File: src/rtl/vga_pkg.sv
// vga_pkg: shared VGA types, default timing constants
// and a width helper used by the frame reader and sync core.
package vga_pkg;

  localparam int DEF_H_DISPLAY = 640;
  localparam int DEF_V_DISPLAY = 480;

  typedef enum logic [1:0] {
    ST_IDLE,
    ST_FETCH,
    ST_DRAIN
  } rd_state_e;

  function automatic int cw(input int n);
    return (n > 1) ? $clog2(n) : 1;
  endfunction

endpackage

File: src/rtl/vga_frame_reader_if.sv
// vga_frame_reader_if: memory read port and line buffer
// source port of the frame reader.
interface vga_frame_reader_if #(
  parameter int RGB_SIZE = 12,
  parameter int AW       = 19
);

  logic                mem_rd;
  logic [AW-1:0]       mem_addr;
  logic                mem_ready;
  logic                mem_rvld;
  logic [RGB_SIZE-1:0] mem_rdata;
  logic [RGB_SIZE:0]   line_buffer_data;
  logic                line_buffer_vld;
  logic                line_buffer_rdy;

  modport master (
    output mem_rd,
    output mem_addr,
    input  mem_ready,
    input  mem_rvld,
    input  mem_rdata,
    output line_buffer_data,
    output line_buffer_vld,
    input  line_buffer_rdy
  );

  modport slave (
    input  mem_rd,
    input  mem_addr,
    output mem_ready,
    output mem_rvld,
    output mem_rdata,
    input  line_buffer_data,
    input  line_buffer_vld,
    output line_buffer_rdy
  );

endinterface

File: src/rtl/vga_sync_fifo.sv
// vga_sync_fifo: single-clock FIFO, power-of-two DEPTH,
// with occupancy count and empty/full flags.
module vga_sync_fifo #(
  parameter int DEPTH = 8,
  parameter int WIDTH = 8
) (
  input  logic                       clk,
  input  logic                       rst,
  input  logic                       push,
  input  logic [WIDTH-1:0]           din,
  input  logic                       pop,
  output logic [WIDTH-1:0]           dout,
  output logic [$clog2(DEPTH+1)-1:0] count,
  output logic                       empty,
  output logic                       full
);

  localparam int PW = $clog2(DEPTH);
  localparam int CW = $clog2(DEPTH + 1);

  logic [WIDTH-1:0] mem [DEPTH];
  logic [PW-1:0]    wr_ptr;
  logic [PW-1:0]    rd_ptr;
  logic             do_push;
  logic             do_pop;

  assign empty   = (count == '0);
  assign full    = (count == CW'(DEPTH));
  assign do_push = push & ~full;
  assign do_pop  = pop & ~empty;
  assign dout    = mem[rd_ptr];

  always_ff @(posedge clk) begin
    if (rst) begin
      wr_ptr <= '0;
      rd_ptr <= '0;
      count  <= '0;
    end else begin
      if (do_push) wr_ptr <= wr_ptr + 1'b1;
      if (do_pop)  rd_ptr <= rd_ptr + 1'b1;
      unique case ({do_push, do_pop})
        2'b10:   count <= count + 1'b1;
        2'b01:   count <= count - 1'b1;
        default: ;
      endcase
    end
  end

  always_ff @(posedge clk) begin
    if (do_push) mem[wr_ptr] <= din;
  end

endmodule

File: src/rtl/vga_frame_reader.sv
// vga_frame_reader: streams a linear framebuffer into the line buffer.
// Option VGA_FRAME_READER_DOUBLE_BUFFER_EN adds fb_sel page flipping.
module vga_frame_reader
  import vga_pkg::*;
#(
  parameter int RGB_SIZE   = 12,
  parameter int H_DISPLAY  = DEF_H_DISPLAY,
  parameter int V_DISPLAY  = DEF_V_DISPLAY,
  parameter int AW         = 19,
  parameter int BASE_ADDR  = 0,
  parameter int FIFO_DEPTH = 8
) (
  input  logic sys_clk,
  input  logic sys_rst,
  input  logic enable,
`ifdef VGA_FRAME_READER_DOUBLE_BUFFER_EN
  input  logic fb_sel,
`endif
  output logic busy,
  output logic frame_done,
  vga_frame_reader_if.master bus
);

  localparam int HW   = cw(H_DISPLAY);
  localparam int VW   = cw(V_DISPLAY);
  localparam int NPIX = H_DISPLAY * V_DISPLAY;
  localparam int PW   = cw(NPIX);
  localparam int CW   = $clog2(FIFO_DEPTH + 1);

  rd_state_e         state;
  logic [HW-1:0]     h_cnt;
  logic [VW-1:0]     v_cnt;
  logic [AW-1:0]     addr_q;
  logic [AW-1:0]     base;
  logic [CW-1:0]     outstanding;
  logic [CW-1:0]     fifo_count;
  logic [PW-1:0]     pix_out;
  logic              sof_pend;
  logic              fifo_empty;
  logic              fifo_full;
  logic [RGB_SIZE:0] fifo_dout;
  logic              req_ok;
  logic              accept;
  logic              rsp;
  logic              pop;
  logic              h_last;
  logic              v_last;
  logic              start;

`ifdef VGA_FRAME_READER_DOUBLE_BUFFER_EN
  assign base = fb_sel ? AW'(BASE_ADDR + NPIX)
                       : AW'(BASE_ADDR);
`else
  assign base = AW'(BASE_ADDR);
`endif

  // Credits cover both in-flight reads and FIFO
  // occupancy, so a response always has a slot.
  assign req_ok = (state == ST_FETCH) & ~fifo_full &
                  (({1'b0, outstanding} + {1'b0, fifo_count})
                   < (CW+1)'(FIFO_DEPTH));

  assign accept = req_ok & bus.mem_ready;
  assign rsp    = bus.mem_rvld & (outstanding != '0);
  assign pop    = ~fifo_empty & bus.line_buffer_rdy;
  assign h_last = (h_cnt == HW'(H_DISPLAY - 1));
  assign v_last = (v_cnt == VW'(V_DISPLAY - 1));

  assign frame_done = (state == ST_DRAIN) & pop &
                      (pix_out == PW'(NPIX - 1)) &
                      (outstanding == '0);

  assign start = enable &
                 ((state == ST_IDLE) |
                  ((state == ST_DRAIN) & frame_done));

  assign busy                 = (state != ST_IDLE);
  assign bus.mem_rd           = req_ok;
  assign bus.mem_addr         = addr_q;
  assign bus.line_buffer_vld  = ~fifo_empty;
  assign bus.line_buffer_data = fifo_empty ? '0 : fifo_dout;

  always_ff @(posedge sys_clk) begin
    if (sys_rst) begin
      state       <= ST_IDLE;
      h_cnt       <= '0;
      v_cnt       <= '0;
      addr_q      <= '0;
      outstanding <= '0;
      pix_out     <= '0;
      sof_pend    <= 1'b0;
    end else begin
      unique case ({accept, rsp})
        2'b10:   outstanding <= outstanding + 1'b1;
        2'b01:   outstanding <= outstanding - 1'b1;
        default: ;
      endcase
      if (rsp) sof_pend <= 1'b0;
      if (pop) pix_out <= pix_out + 1'b1;
      unique case (state)
        ST_IDLE: begin
          if (enable) state <= ST_FETCH;
        end
        ST_FETCH: begin
          if (accept) begin
            addr_q <= addr_q + 1'b1;
            if (h_last) begin
              h_cnt <= '0;
              v_cnt <= v_cnt + 1'b1;
              if (v_last) state <= ST_DRAIN;
            end else begin
              h_cnt <= h_cnt + 1'b1;
            end
          end
        end
        ST_DRAIN: begin
          if (frame_done)
            state <= enable ? ST_FETCH : ST_IDLE;
        end
        default: state <= ST_IDLE;
      endcase
      // frame start overrides the per-cycle updates above
      if (start) begin
        h_cnt    <= '0;
        v_cnt    <= '0;
        addr_q   <= base;
        sof_pend <= 1'b1;
        pix_out  <= '0;
      end
    end
  end

  vga_sync_fifo #(
    .DEPTH (FIFO_DEPTH),
    .WIDTH (RGB_SIZE + 1)
  ) u_fifo (
    .clk   (sys_clk),
    .rst   (sys_rst),
    .push  (rsp),
    .din   ({sof_pend, bus.mem_rdata}),
    .pop   (pop),
    .dout  (fifo_dout),
    .count (fifo_count),
    .empty (fifo_empty),
    .full  (fifo_full)
  );

endmodule

File: src/flat_wrapper.sv
// flat-port wrapper written by rule: the top's interface ports become plain ports
module vga_frame_reader_flat import vga_pkg::*;
#(
  parameter int RGB_SIZE   = 12,
  parameter int H_DISPLAY  = DEF_H_DISPLAY,
  parameter int V_DISPLAY  = DEF_V_DISPLAY,
  parameter int AW         = 19,
  parameter int BASE_ADDR  = 0,
  parameter int FIFO_DEPTH = 8
)
  (sys_clk, sys_rst, enable, busy, frame_done, bus_mem_rd, bus_mem_addr, bus_mem_ready, bus_mem_rvld, bus_mem_rdata, bus_line_buffer_data, bus_line_buffer_vld, bus_line_buffer_rdy);
  vga_frame_reader_if #(.RGB_SIZE(RGB_SIZE), .AW(AW)) bus_i ();
  input  logic sys_clk;
  input  logic sys_rst;
  input  logic enable;
  output logic busy;
  output logic frame_done;
  output wire logic [$bits(bus_i.mem_rd)-1:0] bus_mem_rd;
  output wire logic [$bits(bus_i.mem_addr)-1:0] bus_mem_addr;
  input wire logic [$bits(bus_i.mem_ready)-1:0] bus_mem_ready;
  input wire logic [$bits(bus_i.mem_rvld)-1:0] bus_mem_rvld;
  input wire logic [$bits(bus_i.mem_rdata)-1:0] bus_mem_rdata;
  output wire logic [$bits(bus_i.line_buffer_data)-1:0] bus_line_buffer_data;
  output wire logic [$bits(bus_i.line_buffer_vld)-1:0] bus_line_buffer_vld;
  input wire logic [$bits(bus_i.line_buffer_rdy)-1:0] bus_line_buffer_rdy;
  assign bus_mem_rd = bus_i.mem_rd;
  assign bus_mem_addr = bus_i.mem_addr;
  assign bus_i.mem_ready = bus_mem_ready;
  assign bus_i.mem_rvld = bus_mem_rvld;
  assign bus_i.mem_rdata = bus_mem_rdata;
  assign bus_line_buffer_data = bus_i.line_buffer_data;
  assign bus_line_buffer_vld = bus_i.line_buffer_vld;
  assign bus_i.line_buffer_rdy = bus_line_buffer_rdy;
  vga_frame_reader #(.RGB_SIZE(RGB_SIZE), .H_DISPLAY(H_DISPLAY), .V_DISPLAY(V_DISPLAY), .AW(AW), .BASE_ADDR(BASE_ADDR), .FIFO_DEPTH(FIFO_DEPTH)) u_core (.sys_clk(sys_clk), .sys_rst(sys_rst), .enable(enable), .busy(busy), .frame_done(frame_done), .bus(bus_i));
endmodule
File: config.mk
export PLATFORM = sky130hd
export DESIGN_NAME = vga_frame_reader_flat
export DESIGN_NICKNAME = d
export VERILOG_FILES = /design/src/rtl/vga_pkg.sv /design/src/rtl/vga_frame_reader_if.sv /design/src/rtl/vga_sync_fifo.sv /design/src/rtl/vga_frame_reader.sv /design/src/flat_wrapper.sv
export SDC_FILE = /design/constraint.sdc
export NUM_CORES = 1
export LEC_CHECK = 0
export ABC_AREA = 1
export BUFFER_PORTS_ARGS = -buffer_cell sky130_fd_sc_hd__clkbuf_2
export CORE_MARGIN = 8
export CORE_UTILIZATION = 48
export DETAILED_ROUTE_END_ITERATION = 16
export GPL_TIMING_DRIVEN = 0
export PLACE_DENSITY_LB_ADDON = 0.25
export SYNTH_ARGS = -nofsm -noshare
export SYNTH_HDL_FRONTEND = slang
export SYNTH_SLANG_ARGS = --single-unit
File: constraint.sdc
create_clock -name sys_clk -period 3.75 [get_ports sys_clk]
set_input_delay 0 -clock sys_clk [delete_from_list [all_inputs] [get_ports sys_clk]]
set_output_delay 0 -clock sys_clk [all_outputs]
set_load 0.05 [all_outputs]
==> impl_metrics.yaml, run 1 <==
worst_setup_path:
  critical_path_startpoint: "u_core.u_fifo.count[3]$_SDFFE_PP0P_"
  cp_data_required_time_ns: 4.12
  biggest_fanout_along_the_worst_timing_path: 10
  critPathArrivalTime_ns: 3.22
  worst_setup_path_start_kind: "register"
  worst_r2r_startpoint: "u_core.u_fifo.count[3]$_SDFFE_PP0P_"
  path_class: "register to register"
  endpoint_kind: "register"
power_and_ir_drop:
  power_density_cells_nw_per_um2: 630
  max-vdd-ir-drop_mv: 0.575
  total_power_w: 0.00627
  power.leakage_nw: 3.78
sta:
  unrepaired_setup_endpoints_after_global_routing: "false"
  final_setup_fails: 0
  timing.final.crit_share: 0.758
  report.final.hold_viol_count: 0
  final.setup_skew_ns: 0.00751
  finalSetupTns_ns: 0
  timing.slew.headroom: 0.0680
  least_margin_pin_slew_ns: 1.39
  maxSlewViolCount: 0
  fin_crit_ns: 2.84
  final_ws_setup_ns: 0.908
  max_freq_ghz: 0.352
finish:
  areaGrowthSynthToFinish_pct: 15.8
  final_cell_utilization_of_the_core: 0.560
  diodes: 0
  fill_cells: 1615
  layout.nets: 1141
  ff_latch_area_sq_um: 4660
  multi_input_area_sq_um: 3390
  final_cells: 1348
  drive_gt1_frac: 0.113
placed_design:
  routabilityCongestion: 0.862
  number_of_placed_cells_counting_well_taps: 1298
  dp_worst_setup_slack_ns: 0.917
  place.port_buffers: 53
  place_hpwl_mm: 13.6
floorplanning:
  core_area_sq_um: 17800
  dieArea_sq_um: 22400
  floorplan.die.width_microns: 150
  initial_utilization: 0.484
  die_h_microns: 150
  ports_placed_on_the_boundary: 54
  floorplan.rows: 49
outcome:
  outcome: "finished, final reports clean"
yosys:
  post_synthesis_average_cell_area_sq_um: 8.46
  synth-async-reset-ratio: 0
  synth_seq_cells: 181
  number_of_nets_in_the_synthesized_netlist: 1051
  mappedNetlistArea_sq_um: 8600
  yosys_warnings: 0
  syn-instance-count: 1016
  synth_enable_flop_cells: 104
  ys_dominant_reg_cell: "sky130_fd_sc_hd__edfxtp_1"
  post_synth_num_cell_types: 35
  synth-seq-area-share: 0.543
detailed_routing:
  initialDrtViolationCount: 546
  routed.top_layer: "met4"
  wl_met3_mm: 1.01
  wl_per_cell_microns: 14.7
  wl_met2_mm: 9.76
  drc: 0
  drt_pre_antenna_iters: 5
  final_antenna_violating_net_count: 0
  detail_route.vias_per_cell: 5.09
  routed-via-count: 6862
  met1Wirelength_mm: 8.79
  finalWirelength_mm: 19.9
hold_path:
  timing.hold.worst.class: "primary input to register"
  worst_hold_startpoint: "bus_mem_rvld"
cts:
  clk_pin_slew_worst_paths_ns: 0.07
  ctsLongestPathBuffers: 2
  htree_num_levels: 4
  cts_tree: "built"
  cts_inserted_buffers: 17
  clockRootBuffer: "sky130_fd_sc_hd__clkbuf_16"
  clkSinkCount: 181
  cts.repair_timing.setup_buffer_count: 0
  worstSkewPairLatency_ns: 0.43
global_routing:
  vias_in_the_first_global_route: 6433
  grt_antenna_before_repair: 0
  grt_pass1_wl_mm: 32.2
  globalRouteTotalUtil: 0.182
  grt.overflow.total: 0
  grt_max_degree: 19
job:
  timing.max_cap.violations: 0
-- per-layer routing --
metal / vias up / GRT usage
met3: 25 / 0.0324
met1: 3167 / 0.227
met5: - / 0
li1: 3503 / -
met2: 167 / 0.313
met4: 0 / 0.0610
-- metrics by stage --
stage | area (sq um) | hold WS (ns)
6_report | 9950 | 0.0376
5_1_grt | 9950 | 0.0592
4_1_cts | 9930 | 0.0290
3_5_place_dp | 9150 | 0.272
3_3_place_gp | 9150 | 0.272
2_1_floorplan | 8600 | 0.0691
-- Yosys cell counts, types with 5 or more instances --
cell                       count  area share
sky130_fd_sc_hd__a21oi_1      26       0.015
sky130_fd_sc_hd__a31oi_1      13      0.0095
sky130_fd_sc_hd__buf_2         7      0.0041
sky130_fd_sc_hd__clkbuf_1     18      0.0079
sky130_fd_sc_hd__dfxtp_1      77        0.18
sky130_fd_sc_hd__edfxtp_1    104        0.36
sky130_fd_sc_hd__ha_1         15       0.022
sky130_fd_sc_hd__inv_1        98       0.043
sky130_fd_sc_hd__nand2_1     201       0.088
sky130_fd_sc_hd__nand2_2       5      0.0036
sky130_fd_sc_hd__nand3_1      41       0.024
sky130_fd_sc_hd__nand3b_1      5      0.0044
sky130_fd_sc_hd__nand4_1      10      0.0073
sky130_fd_sc_hd__nor2_1      223       0.097
sky130_fd_sc_hd__nor3_1        5      0.0029
sky130_fd_sc_hd__o21ai_0      87       0.051
sky130_fd_sc_hd__o21ai_1       6      0.0035
sky130_fd_sc_hd__o22ai_1      13      0.0095
sky130_fd_sc_hd__xnor2_1      15       0.015
sky130_fd_sc_hd__xor2_1       16       0.016
-- registers in the layout, summed over array words and instances, names as in the netlist, named ones only --
register              count
u_core.v_cnt              9
u_core.outstanding        4
u_core.u_fifo.mem       104
u_core.state              2
u_core.h_cnt             10
u_core.u_fifo.count       4
u_core.sof_pend           1
u_core.pix_out           19
u_core.u_fifo.rd_ptr      3
u_core.u_fifo.wr_ptr      3
u_core.bus.mem_addr      19
-- layout make-up --
| cell class | instances | area share |
|---|---|---|
| clock buffers | 17 | 0.0427 |
| well taps | 229 | 0.0288 |
| multi-input cells | 700 | 0.340 |
| clock inverters | 15 | 0.0185 |
| inverters | 102 | 0.0385 |
| repair buffers | 71 | 0.0449 |
| flip-flops and latches | 181 | 0.469 |
| plain buffers | 33 | 0.0175 |
-- cells by family (layout without fill, tap and decap cells) --
family,Yosys count,count (layout),synth area share
and+or+nand+nor,503,503,0.243
AOI/OAI and AO/OA,148,148,0.0908
adders and majority gates,17,17,0.0265
buffers and inverters,135,238,0.0648
xor gates and xnor gates,31,31,0.0316
muxes,1,1,0.00116
DFF,181,181,0.543
-- final timing paths --
path / slack (ns) / cells after the start / end
max reg2reg: 0.91 / 15 / u_core.outstanding[3]$_SDFFE_PP0P_
min: 0.04 / 5 / u_core.u_fifo.wr_ptr[2]$_SDFFE_PP0P_
min reg2reg: 0.48 / 2 / register
max: 0.91 / 15 / u_core.outstanding[3]$_SDFFE_PP0P_
-- worst max-delay path: stages (launching register included) --
cell and delay (ns):
sky130_fd_sc_hd__dfxtp_1 0.41, sky130_fd_sc_hd__ha_1 0.25, sky130_fd_sc_hd__nor2_1 0.14, sky130_fd_sc_hd__nand3_1 0.09
sky130_fd_sc_hd__nor2_1 0.13, sky130_fd_sc_hd__nand3_2 0.23, sky130_fd_sc_hd__buf_2 0.28, sky130_fd_sc_hd__ha_1 0.26
sky130_fd_sc_hd__ha_1 0.34, sky130_fd_sc_hd__a21oi_1 0.14, sky130_fd_sc_hd__nand2_1 0.07, sky130_fd_sc_hd__a21oi_1 0.11
sky130_fd_sc_hd__o21ai_0 0.12, sky130_fd_sc_hd__nand2_1 0.08, sky130_fd_sc_hd__nand2_1 0.04, sky130_fd_sc_hd__nor2_1 0.08
-- layout by cell type, fill, tap and decap left out, types with 2 or more instances in the layout --
master / count
sky130_fd_sc_hd__nor2_1: 218
sky130_fd_sc_hd__nand2_1: 201
sky130_fd_sc_hd__edfxtp_1: 104
sky130_fd_sc_hd__inv_1: 98
sky130_fd_sc_hd__o21ai_0: 87
sky130_fd_sc_hd__dfxtp_1: 77
sky130_fd_sc_hd__clkbuf_2: 53
sky130_fd_sc_hd__nand3_1: 41
sky130_fd_sc_hd__a21oi_1: 26
sky130_fd_sc_hd__clkbuf_1: 18
sky130_fd_sc_hd__clkbuf_16: 17
sky130_fd_sc_hd__dlygate4sd3_1: 17
sky130_fd_sc_hd__xor2_1: 16
sky130_fd_sc_hd__xnor2_1: 15
sky130_fd_sc_hd__ha_1: 15
sky130_fd_sc_hd__o22ai_1: 13
sky130_fd_sc_hd__a31oi_1: 13
sky130_fd_sc_hd__nand4_1: 10
sky130_fd_sc_hd__nor2_2: 8
sky130_fd_sc_hd__buf_2: 7
sky130_fd_sc_hd__o21ai_1: 6
sky130_fd_sc_hd__inv_8: 6
sky130_fd_sc_hd__buf_6: 5
sky130_fd_sc_hd__nor3_1: 5
sky130_fd_sc_hd__nand3b_1: 5
sky130_fd_sc_hd__nand2_2: 5
sky130_fd_sc_hd__inv_2: 4
sky130_fd_sc_hd__nand3_2: 4
sky130_fd_sc_hd__buf_4: 3
sky130_fd_sc_hd__clkinv_4: 3
sky130_fd_sc_hd__nor2_4: 2
sky130_fd_sc_hd__nor3_4: 2
sky130_fd_sc_hd__fa_1: 2
sky130_fd_sc_hd__inv_6: 2
sky130_fd_sc_hd__bufinv_16: 2
-- repair_timing --
action                    in CTS  in global routing
hold buffers                  17                  0
resized for setup              0                  0
hold endpoints to repair     101                  0
-- power by group --
group	internal [W]	switching [W]
Sequential	0.00228	0.0000934
Clock	0.00102	0.000834
Combinational	0.000527	0.00152
Total	0.00382	0.00245
Power figures use the tool's default switching activity.
==> run 2: changes to the inputs <==
==> constraint.sdc (replaced) <==
create_clock -name sys_clk -period 2.6 [get_ports sys_clk]
set_input_delay 0 -clock sys_clk [delete_from_list [all_inputs] [get_ports sys_clk]]
set_output_delay 0 -clock sys_clk [all_outputs]
set_load 0.05 [all_outputs]
==> run 2 against run 1 <==
  * Global-route usage shrank 0.057 points
  * Highest routed layer unchanged
  * Routed wire length shrank 0.41%
  * Cell count shrank 0.15%
  * Sequential share of layout area shrank 0.36 points
  * Maximum frequency grew 17%
  * Setup slack lost 0.73 ns
  * Clock skew is essentially flat
  * Non-clock buffer count shrank 2
  * Critical path depth shrank 1
  * Largest cell class unchanged
  * First-iteration DRC count shrank 13%
  * Sequential cell count is the same
==> impl_metrics.yaml, run 2 (synthesis results as in run 1) <==
worst_setup_path:
  critical_path_startpoint: "u_core.u_fifo.count[0]$_SDFFE_PP0P_"
  r2r-end: "u_core.u_fifo.count[3]$_SDFFE_PP0P_"
  cpMostUsedCell: "sky130_fd_sc_hd__nand2_1"
  critical_path_buf_inv_count: 2
  critical-path-slowest-cell: "sky130_fd_sc_hd__dfxtp_1"
  biggest_fanout_along_the_worst_timing_path: 10
  timing.critical_path.to: "u_core.u_fifo.count[3]$_SDFFE_PP0P_"
  worstRegToRegCells: 14
  worst_setup_path_start_kind: "register"
  r2r_slack_ns: 0.18
  worst_r2r_startpoint: "u_core.u_fifo.count[0]$_SDFFE_PP0P_"
  critical_path.max_stage_delay_ns: 0.46
  path_class: "register to register"
  critPathArrivalTime_ns: 2.79
  cp_top_family: "simple AND/OR/NAND/NOR gates"
  endpoint_kind: "register"
  cp_data_required_time_ns: 2.97
  cell_chain_of_the_critical_path: "nor2_4 -> nand2_4 -> nand2_8 -> inv_2 -> buf_2 -> ha_1 -> ha_1 -> a21oi_1 -> nand2_1 -> a21oi_1 -> o21ai_0 -> nand2_1 -> nand2_1 -> nor2_1"
  count_of_cell_instances_traversed_by_the_critical_path: 14
placed_design:
  place_hpwl_mm: 13.6
  number_of_placed_cells_counting_well_taps: 1298
  place_area_sq_um: 9150
  routabilityCongestion: 0.862
  place.port_buffers: 53
cts:
  clockRootBuffer: "sky130_fd_sc_hd__clkbuf_16"
  clk_pin_slew_worst_paths_ns: 0.07
  cts_tree: "built"
  cts_inserted_buffers: 17
  worstSkewPairLatency_ns: 0.43
  htree_num_levels: 4
  ctsLongestPathBuffers: 2
  clkSinkCount: 181
detailed_routing:
  drt_pre_antenna_iters: 5
  detail_route.vias_per_cell: 5.06
  final_antenna_violating_net_count: 0
  routed-via-count: 6805
  finalWirelength_mm: 19.8
  initialDrtViolationCount: 475
  wl_per_cell_microns: 14.7
  drc: 0
job:
  timing.max_cap.violations: 0
finish:
  layout.nets: 1139
  fill_cells: 1597
  layout_commonest_cell: "sky130_fd_sc_hd__nor2_1"
  multi_input_area_sq_um: 3470
  final_cell_mix: "sky130_fd_sc_hd__nor2_1, sky130_fd_sc_hd__nand2_1, sky130_fd_sc_hd__edfxtp_1, sky130_fd_sc_hd__inv_1, sky130_fd_sc_hd__o21ai_0"
  ff_latch_area_sq_um: 4670
  drive_gt1_frac: 0.128
  diodes: 0
  final_cell_utilization_of_the_core: 0.564
  largest_register_ff_count: 104
  final_cells: 1346
  registers.top_by_ff_count: "u_core.u_fifo.mem"
  finalInstanceArea_sq_um: 10000
  areaGrowthSynthToFinish_pct: 16.7
power_and_ir_drop:
  power_density_cells_nw_per_um2: 911
  max-vdd-ir-drop_mv: 0.844
  power.leakage_nw: 3.81
  pwr-share-comb: 0.331
  power.internal_w: 0.00557
  seq_power_share: 0.377
  pwr-share-clk: 0.291
  switching_power_w: 0.00357
  power.share.switching: 0.391
sta:
  unrepaired_setup_endpoints_after_global_routing: "true"
  fin_crit_ns: 2.42
  final_hold_slack_ns: 0.0391
  maxSlewViolCount: 0
  final_setup_fails: 0
  report.final.hold_viol_count: 0
  timing.final.crit_share: 0.931
  final.setup_skew_ns: 0.00752
  timing.slew.headroom: 0.407
  least_margin_pin_slew_ns: 0.889
  finalSetupTns_ns: 0
  max_freq_ghz: 0.413
outcome:
  outcome: "finished, final reports clean"
global_routing:
  grt_pass1_wl_mm: 32.1
  grt_max_degree: 19
  vias_in_the_first_global_route: 6417
  globalRouteTotalUtil: 0.182
  grt_antenna_before_repair: 0
  grt.overflow.total: 0
hold_path:
  timing.hold.worst.class: "primary input to register"
  hold_path_depth: 5
floorplanning:
  floorplan.rows: 49
  ports_placed_on_the_boundary: 54
  floorplan.die.width_microns: 150
  initial_utilization: 0.484
  dieArea_sq_um: 22400
  die_h_microns: 150
  core_area_sq_um: 17800
run 2: area by class of cell:
type,instances,area share
flip-flops and latches,181,0.465
multi-input cells,700,0.346
repair buffers,71,0.0442
clock buffers,17,0.0424
inverters,102,0.0382
well taps,229,0.0286
clock inverters,15,0.0183
plain buffers,31,0.0176
run 2: worst min path at each step:
stage	start	endpoint	slack, ns
4_1_cts	bus_mem_rvld	u_core.u_fifo.wr_ptr[2]$_SDFFE_PP0P_	0.03
3_3_place_gp	sys_rst	u_core.sof_pend$_SDFFE_PP0P_	0.27
3_5_place_dp	sys_rst	u_core.state[0]$_SDFFE_PP0P_	0.27
5_1_grt	bus_mem_rvld	u_core.u_fifo.wr_ptr[2]$_SDFFE_PP0P_	0.06
6_report	bus_mem_rvld	u_core.u_fifo.wr_ptr[2]$_SDFFE_PP0P_	0.04
2_1_floorplan	sys_rst	u_core.sof_pend$_SDFFE_PP0P_	0.07
run 2: routing by layer:
layer  part of all wire  vias up  track usage
met5                  0        -            0
met4              0.013        0       0.0610
met3              0.054       19       0.0327
met2               0.50      161        0.311
met1               0.44     3125        0.227
li1                   -     3500            -
run 2: worst reg2reg max path, delay by kind of cell, from the launching register on:
family,cells,cell delay [ns]
flops,1,0.46
buf+inv,2,0.32
simple gates,7,0.65
fa+ha+maj,2,0.55
compound gates,3,0.36
run 2: timing repair:
action | CTS | global route
gates resized for setup | 9 | 29
setup buffers | 1 | 0
endpoints found under the hold margin | 101 | 0
hold buffers | 17 | 0
setup endpoints to repair | 87 | 67
pin swaps | 1 | 1
run 2: power groups by stage:
stage / clock, W / combinational [W] / sequential (W)
after CTS: 0.00269 / 0.00299 / 0.00342
after floorplan: 0 / 0.00213 / 0.00346
after global routing: 0.00282 / 0.00334 / 0.00348
final: 0.00266 / 0.00303 / 0.00345
after detailed placement: 0 / 0.00293 / 0.00349
after global placement: 0 / 0.00289 / 0.00349
run 2: metrics by stage:
stage	setup WS (ns)	total power, W
6_report	0.179	0.00914
4_1_cts	0.00364	0.00911
5_1_grt	-0.0395	0.00963
3_5_place_dp	-0.233	0.00642
2_1_floorplan	0.155	0.00559
3_3_place_gp	-0.211	0.00637
